<file path="src/rtl/fifo_4bit_bus.sv">
// Synchronous FIFO buffering words ahead of a bus register; dout/dout_valid drive its d/en.
// Occupancy, full/empty and sticky overflow/underflow flags are all held in flops.
module fifo_4bit_bus #(
    parameter  int unsigned WIDTH = 4,
    parameter  int unsigned DEPTH = 8,
    localparam int unsigned CNTW  = $clog2(DEPTH + 1)
) (
    input  logic             clk,
    input  logic             reset,
    input  logic             wr_en,
    input  logic [WIDTH-1:0] din,
    input  logic             rd_en,
    output logic [WIDTH-1:0] dout,
    output logic             dout_valid,
    output logic             full,
    output logic             empty,
    output logic [CNTW-1:0]  count,
    output logic             overflow,
    output logic             underflow
);

    localparam int unsigned PTRW = $clog2(DEPTH);

    logic [WIDTH-1:0] mem [DEPTH];
    logic [PTRW-1:0]  wr_ptr;
    logic [PTRW-1:0]  rd_ptr;
    logic             push_ok;
    logic             pop_ok;
    logic [CNTW-1:0]  count_nxt;

    // Acceptance depends only on registered flags, so no wr_en/rd_en path reaches full/empty
    assign push_ok = wr_en && !full;
    assign pop_ok  = rd_en && !empty;

    always_comb begin
        count_nxt = count;
        if (push_ok && !pop_ok) begin
            count_nxt = count + CNTW'(1);
        end else if (pop_ok && !push_ok) begin
            count_nxt = count - CNTW'(1);
        end
    end

    // Storage is deliberately left out of reset
    always_ff @(posedge clk) begin
        if (push_ok) begin
            mem[wr_ptr] <= din;
        end
    end

    always_ff @(posedge clk or negedge reset) begin
        if (!reset) begin
            wr_ptr     <= '0;
            rd_ptr     <= '0;
            count      <= '0;
            full       <= 1'b0;
            empty      <= 1'b1;
            dout       <= '0;
            dout_valid <= 1'b0;
            overflow   <= 1'b0;
            underflow  <= 1'b0;
        end else begin
            count      <= count_nxt;
            full       <= (count_nxt == CNTW'(DEPTH));
            empty      <= (count_nxt == CNTW'(0));
            dout_valid <= pop_ok;
            if (push_ok) begin
                wr_ptr <= wr_ptr + PTRW'(1);
            end
            if (pop_ok) begin
                dout   <= mem[rd_ptr];
                rd_ptr <= rd_ptr + PTRW'(1);
            end
            if (wr_en && full) begin
                overflow <= 1'b1;
            end
            if (rd_en && empty) begin
                underflow <= 1'b1;
            end
        end
    end

endmodule
</file>
<file path="config.mk">
export PLATFORM = sky130hd
export DESIGN_NAME = fifo_4bit_bus
export DESIGN_NICKNAME = d
export VERILOG_FILES = /design/src/rtl/fifo_4bit_bus.sv
export SDC_FILE = /design/constraint.sdc
export NUM_CORES = 1
export LEC_CHECK = 0
export CORE_ASPECT_RATIO = 0.8
export CORE_UTILIZATION = 50
export DETAILED_ROUTE_END_ITERATION = 10
export PLACE_DENSITY = 0.74
export SYNTH_ARGS = -nofsm -noshare
export SYNTH_HDL_FRONTEND = slang
export SYNTH_SLANG_ARGS = --single-unit
</file>
<file path="constraint.sdc">
create_clock -name clk -period 1.75 [get_ports clk]
set_input_delay 0.35 -clock clk [delete_from_list [all_inputs] [get_ports clk]]
set_output_delay 0.35 -clock clk [all_outputs]
set_load 0.05 [all_outputs]
</file>
# Word-level counts from Yosys, hierarchy flattened

Memories as Yosys holds them, arrays and structs flattened. A register that Yosys moved wholly into a read port is not among the register bits.
Cells that the tools add are included.

Output and inout bits: 13
Input port bits: 8
Memories: 1
Flip-flop bits (word level): 15
Memory bits (writable): 32

Muxes and demuxes: 4
$add $sub $neg: 4
Reductions and logical operators: 12
Equal/unequal tests: 1

Memories:

| name | depth | width | read ports | clocked after Yosys merged registers in | write ports | line | source |
|---|---|---|---|---|---|---|---|
| mem  | 8     | 4     | 1          | 1                                       | 1           | 24   | `logic [WIDTH-1:0] mem [DEPTH];` |

Operators by type and width:

| cell                | count |
|---|---|
| $mux 4              | 2 |
| $add 3x1->3 const B | 2 |
| $logic_and 1x1->1   | 6 |
| $logic_not 1->1     | 5 |
| $add 4x1->4 const B | 1 |
| $eq 4x4->1 const B  | 1 |
| $logic_not 4->1     | 1 |
| $sub 4x1->4 const B | 1 |
| $mux 1              | 2 |

# Longest topological paths before layout

Depth after elaboration: 7
Mapped depth: 6
Depth with buffers taken out: 6

# Worst setup path after synthesis

No wires, ideal clock.

Path type: reg-to-reg
Start: reg count[0]
End: reg full
Setup slack: -186 ps
Path buffers: 0
Setup time: 111 ps
Data arrival time: 1,825 ps
Data required time: 1,639 ps
Period minus slack after synthesis: 1,936 ps
Cell stages (with the launch flop): 6
Path through: dfrtp_1 > inv_1 > ha_1 > and3_1 > or3_4 > a2111oi_2

Cells in the longest elaborated chain, start to end: 4

Ends and longest elaborated chain:

| item                   | line | source |
|---|---|---|
| from (decl)            | 17   | `output logic [CNTW-1:0] count,` |
| from (signal assigned) | 63   | `count <= count_nxt;` |
| $sub 4x1->4            | 40   | `count_nxt = count - CNTW'(1);` |
| $mux 4                 | 39   | `end else if (pop_ok && !push_ok) begin` |
| $mux 4 (*)             | 37   | `if (push_ok && !pop_ok) begin` |
| $eq 4x4->1 (*)         | 64   | `full <= (count_nxt == CNTW'(DEPTH));` |
| to (signal assigned)   | 64   |  |
| to (decl)              | 15   | `output logic full,` |

Mark *: on every way between the ends. The rest lies on a longest branch, timed or not.
A chain may end at the register's enable or synchronous reset.

# Worst setup path in the final report

Start: in wr_en
End: reg full

Cells in the longest elaborated chain, start to end: 6

Ends and longest elaborated chain:

| item                  | line | source |
|---|---|---|
| from (decl)           | 10   | `input logic wr_en,` |
| $logic_and 1x1->1 (*) | 32   | `assign push_ok = wr_en && !full;` |
| $logic_not 1->1       | 39   |  |
| $logic_and 1x1->1     | 39   |  |
| $mux 4                | 39   |  |
| $mux 4 (*)            | 37   |  |
| $eq 4x4->1 (*)        | 64   |  |

Marked as above.

==> results.md <==
* Synth top area share at 0.449
* Post-CTS Setup Bufs at 0
* FF+latch area at 1440 µm²
* Leakage at 1.01 nW
* Commonest cells post-synth: edfxtp_1 (32), dfrtp_1 (18), nand2_1 (18), nor2_1 (9), mux4_2 (8)
* Die height at 60.5 µm
* Dominant synthesized flop cell: edfxtp_1
* H-tree Lvls at 2
* Inst Count DP at 233
* Synth area leader: edfxtp_1
* Peak supply drop at 0.000846 V
* Status: complete, no violations
* Synth unique cells at 37
* Clk buf depth at 2
* Initial Utilization at 0.541
* Endpoints failing hold at 0
* Layout Nets at 197
* Num rows at 20
* Final Non-Filler Cells at 241
* Drt total wl at between 3 and 4 mm
* Dpl hpwl at 2.77 mm
* Cts bufs inserted at 5
* Req. time, crit path at a little under 2 ns
* Global-route wire length before repair at 6.25 mm
* DR iter-0 viols at a little over 80
* Fillcell total at 285
* CP Max Fanout at 3
* Multi-input logic area at 679 µm²
* Layout area overhead at 22.9%
* Layout cell share with drive strength beyond 1 at 0.339
* Core area at roughly 4000 µm²
* DIE AREA at about 4500 µm²
* Final Max Tran Viols at 0
* FF+latch count, synth at 51
* Clk slew on worst S/H paths at 0.08 ns
* CP bufs+invs at 2
* Worst endpoint data arrival time at 1.88 ns
* Worst-Margin Slew at 0.391 ns
* CP max stage cell: clkdlybuf4s50_1
* Max-Slew Margin vs Limit at 0.738
* Tmin final at 1.69 ns
* # IOs at 21
* Final setup violation count at 0
* Buffers on Ports at 20
* Count leader, synth: edfxtp_1
* Asr flop ratio synth at 0.373
* RSZ-0062 raised after global routing: true
* CP endpoint kind: flip-flop
* CTS tree: built
* Gp weighted congestion at 0.790
* Width of the die at around 75 µm
* DR pass1 iterations at 4
* DRC viols at 0
* Area contributors post-synth: edfxtp_1 (45%), dfrtp_1 (21%), mux4_2 (8.4%), nand2_1 (3.2%), ha_1 (2.3%)
* PwrDens at around 1700 nW/µm²
* Syn Inst Count at 142
* Yosys Warn Count at 0
* Hold slack at 0.381 ns
* Crit path max-delay family: simple AND/OR/NAND/NOR gates
* Sequential element share of the synthesized area at 0.672
* Hold_buf cts at 0
* Via-to-Cell Ratio at 5.20
* Gr usage total at 0.197
* Initial antenna violation count at 0
* F_max at 591 MHz
* Crit-path max cell delay at 0.47 ns
* Avg Cell Area, Syn at 15.1 µm²
* Diode count at 0
* WS Path Type: in2reg
* Vias in the first global route at between 1000 and 1500
* Number of synthesized flops with an enable pin at 32
* Worst Skew at 0.00380 ns
* Total power at around 4.5 mW
* Max-cap viol count at 0
* GRT overflow at 0
* R2r setup slk at 0.07 ns
* Largest net degree at the start of global routing at 20
* Final worst-path cycle share at 0.967
* Routed wire length per instance at between 15 and 20 µm
* Worst skew pair latency at 0.29 ns
* Root Driver: clkbuf_8
* Clock sink total at 51
* Cell area after synthesis at 2140 µm²
* Antenna viol nets, final at 0
* Syn nets at 154
* Total number of vias at 1253
* Worst-path cell chain: clkdlybuf4s50_1 -> buf_4 -> nand2b_1 -> and3_4 -> or3_4 -> a2111oi_2
* Worst Hold Class: in2async
* CP Launch Type: primary input
## cell type report
type	instances	share of cell area
Clock buffer	6	0.0276
Clock inverter	2	0.00286
Inverter	3	0.00524
Multi-Input combinational cell	82	0.259
Timing Repair Buffer	42	0.131
Sequential cell	51	0.548
Tap cell	55	0.0262
## logic make-up (layout without fill, tap and decap cells)
group / after synthesis / after routing / synth area share
AO/OA/AOI/OAI: 15 / 15 / 0.0492
buffers and inverters: 9 / 53 / 0.0240
multiplexers: 12 / 12 / 0.103
XOR/XNOR: 5 / 5 / 0.0205
AND/OR/NAND/NOR: 46 / 46 / 0.108
flip-flops: 51 / 51 / 0.672
adder cells (fa/ha/maj): 4 / 4 / 0.0234
## worst reg2reg max path, delay by kind of cell, from the launching register on
| kind | cells | cell delay (ns) |
|---|---|---|
| AOI/OAI and AO/OA | 1 | 0.31 |
| buffers and inverters | 1 | 0.06 |
| DFF | 1 | 0.53 |
| and+or+nand+nor | 3 | 0.68 |
## placed cells by master (no fill, tap or decap), drive strengths merged, types with 5 or more instances in the layout
master          n
nand2          18
edfxtp         32
buf            35
clkdlybuf4s50   7
nor3            5
mux4            8
dfrtp          18
xnor2           5
clkbuf          6
o21ai           6
nor2            9
## stage by stage
step | cell area [µm²] | TNS, ns | utilization | setup slack [ns]
6_report | 2630 | 0 | 0.665 | 0.0574
5_1_grt | 2630 | -0.0476 | 0.665 | -0.0336
4_1_cts | 2620 | 0 | 0.663 | 0.0539
3_5_place_dp | 2530 | -9.19 | 0.640 | -0.333
3_3_place_gp | 2530 | -7.56 | 0.640 | -0.317
2_1_floorplan | 2160 | -0.138 | - | -0.0741
## flip-flops by register name, indices dropped and copies added (netlist names), 3 cells and up
register and flops:
count 4, rd_ptr 3, mem 32, dout 4, wr_ptr 3
## power by group
group | switching (mW) | internal [mW]
logic | 1.11 | 0.885
registers | 0.279 | 1.61
clock network | 0.349 | 0.273
## layer usage
metal / up-vias / routed length, µm / GRT usage
li1: 607 / - / -
met1: 604 / 1790 / 0.289
met2: 38 / 1630 / 0.290
met3: 4 / 242 / 0.0498
met4: 0 / 41 / 0.0701
met5: - / 0 / 0
## path summary, 6_finish.rpt
path,to,depth (start not counted),startpoint
setup reg to reg,full,5,empty
min in group clk,underflow,1,underflow
setup / recovery,full,6,wr_en
hold / removal,overflow,2,reset
max in group asynchronous,empty,2,reset
hold reg to reg,underflow,1,underflow
## repair_timing
action	CTS	global route
cloned	0	0
endpoints found under the setup margin	1	2
resized for setup	2	2
No activity file was read; power rests on OpenSTA's default activity.
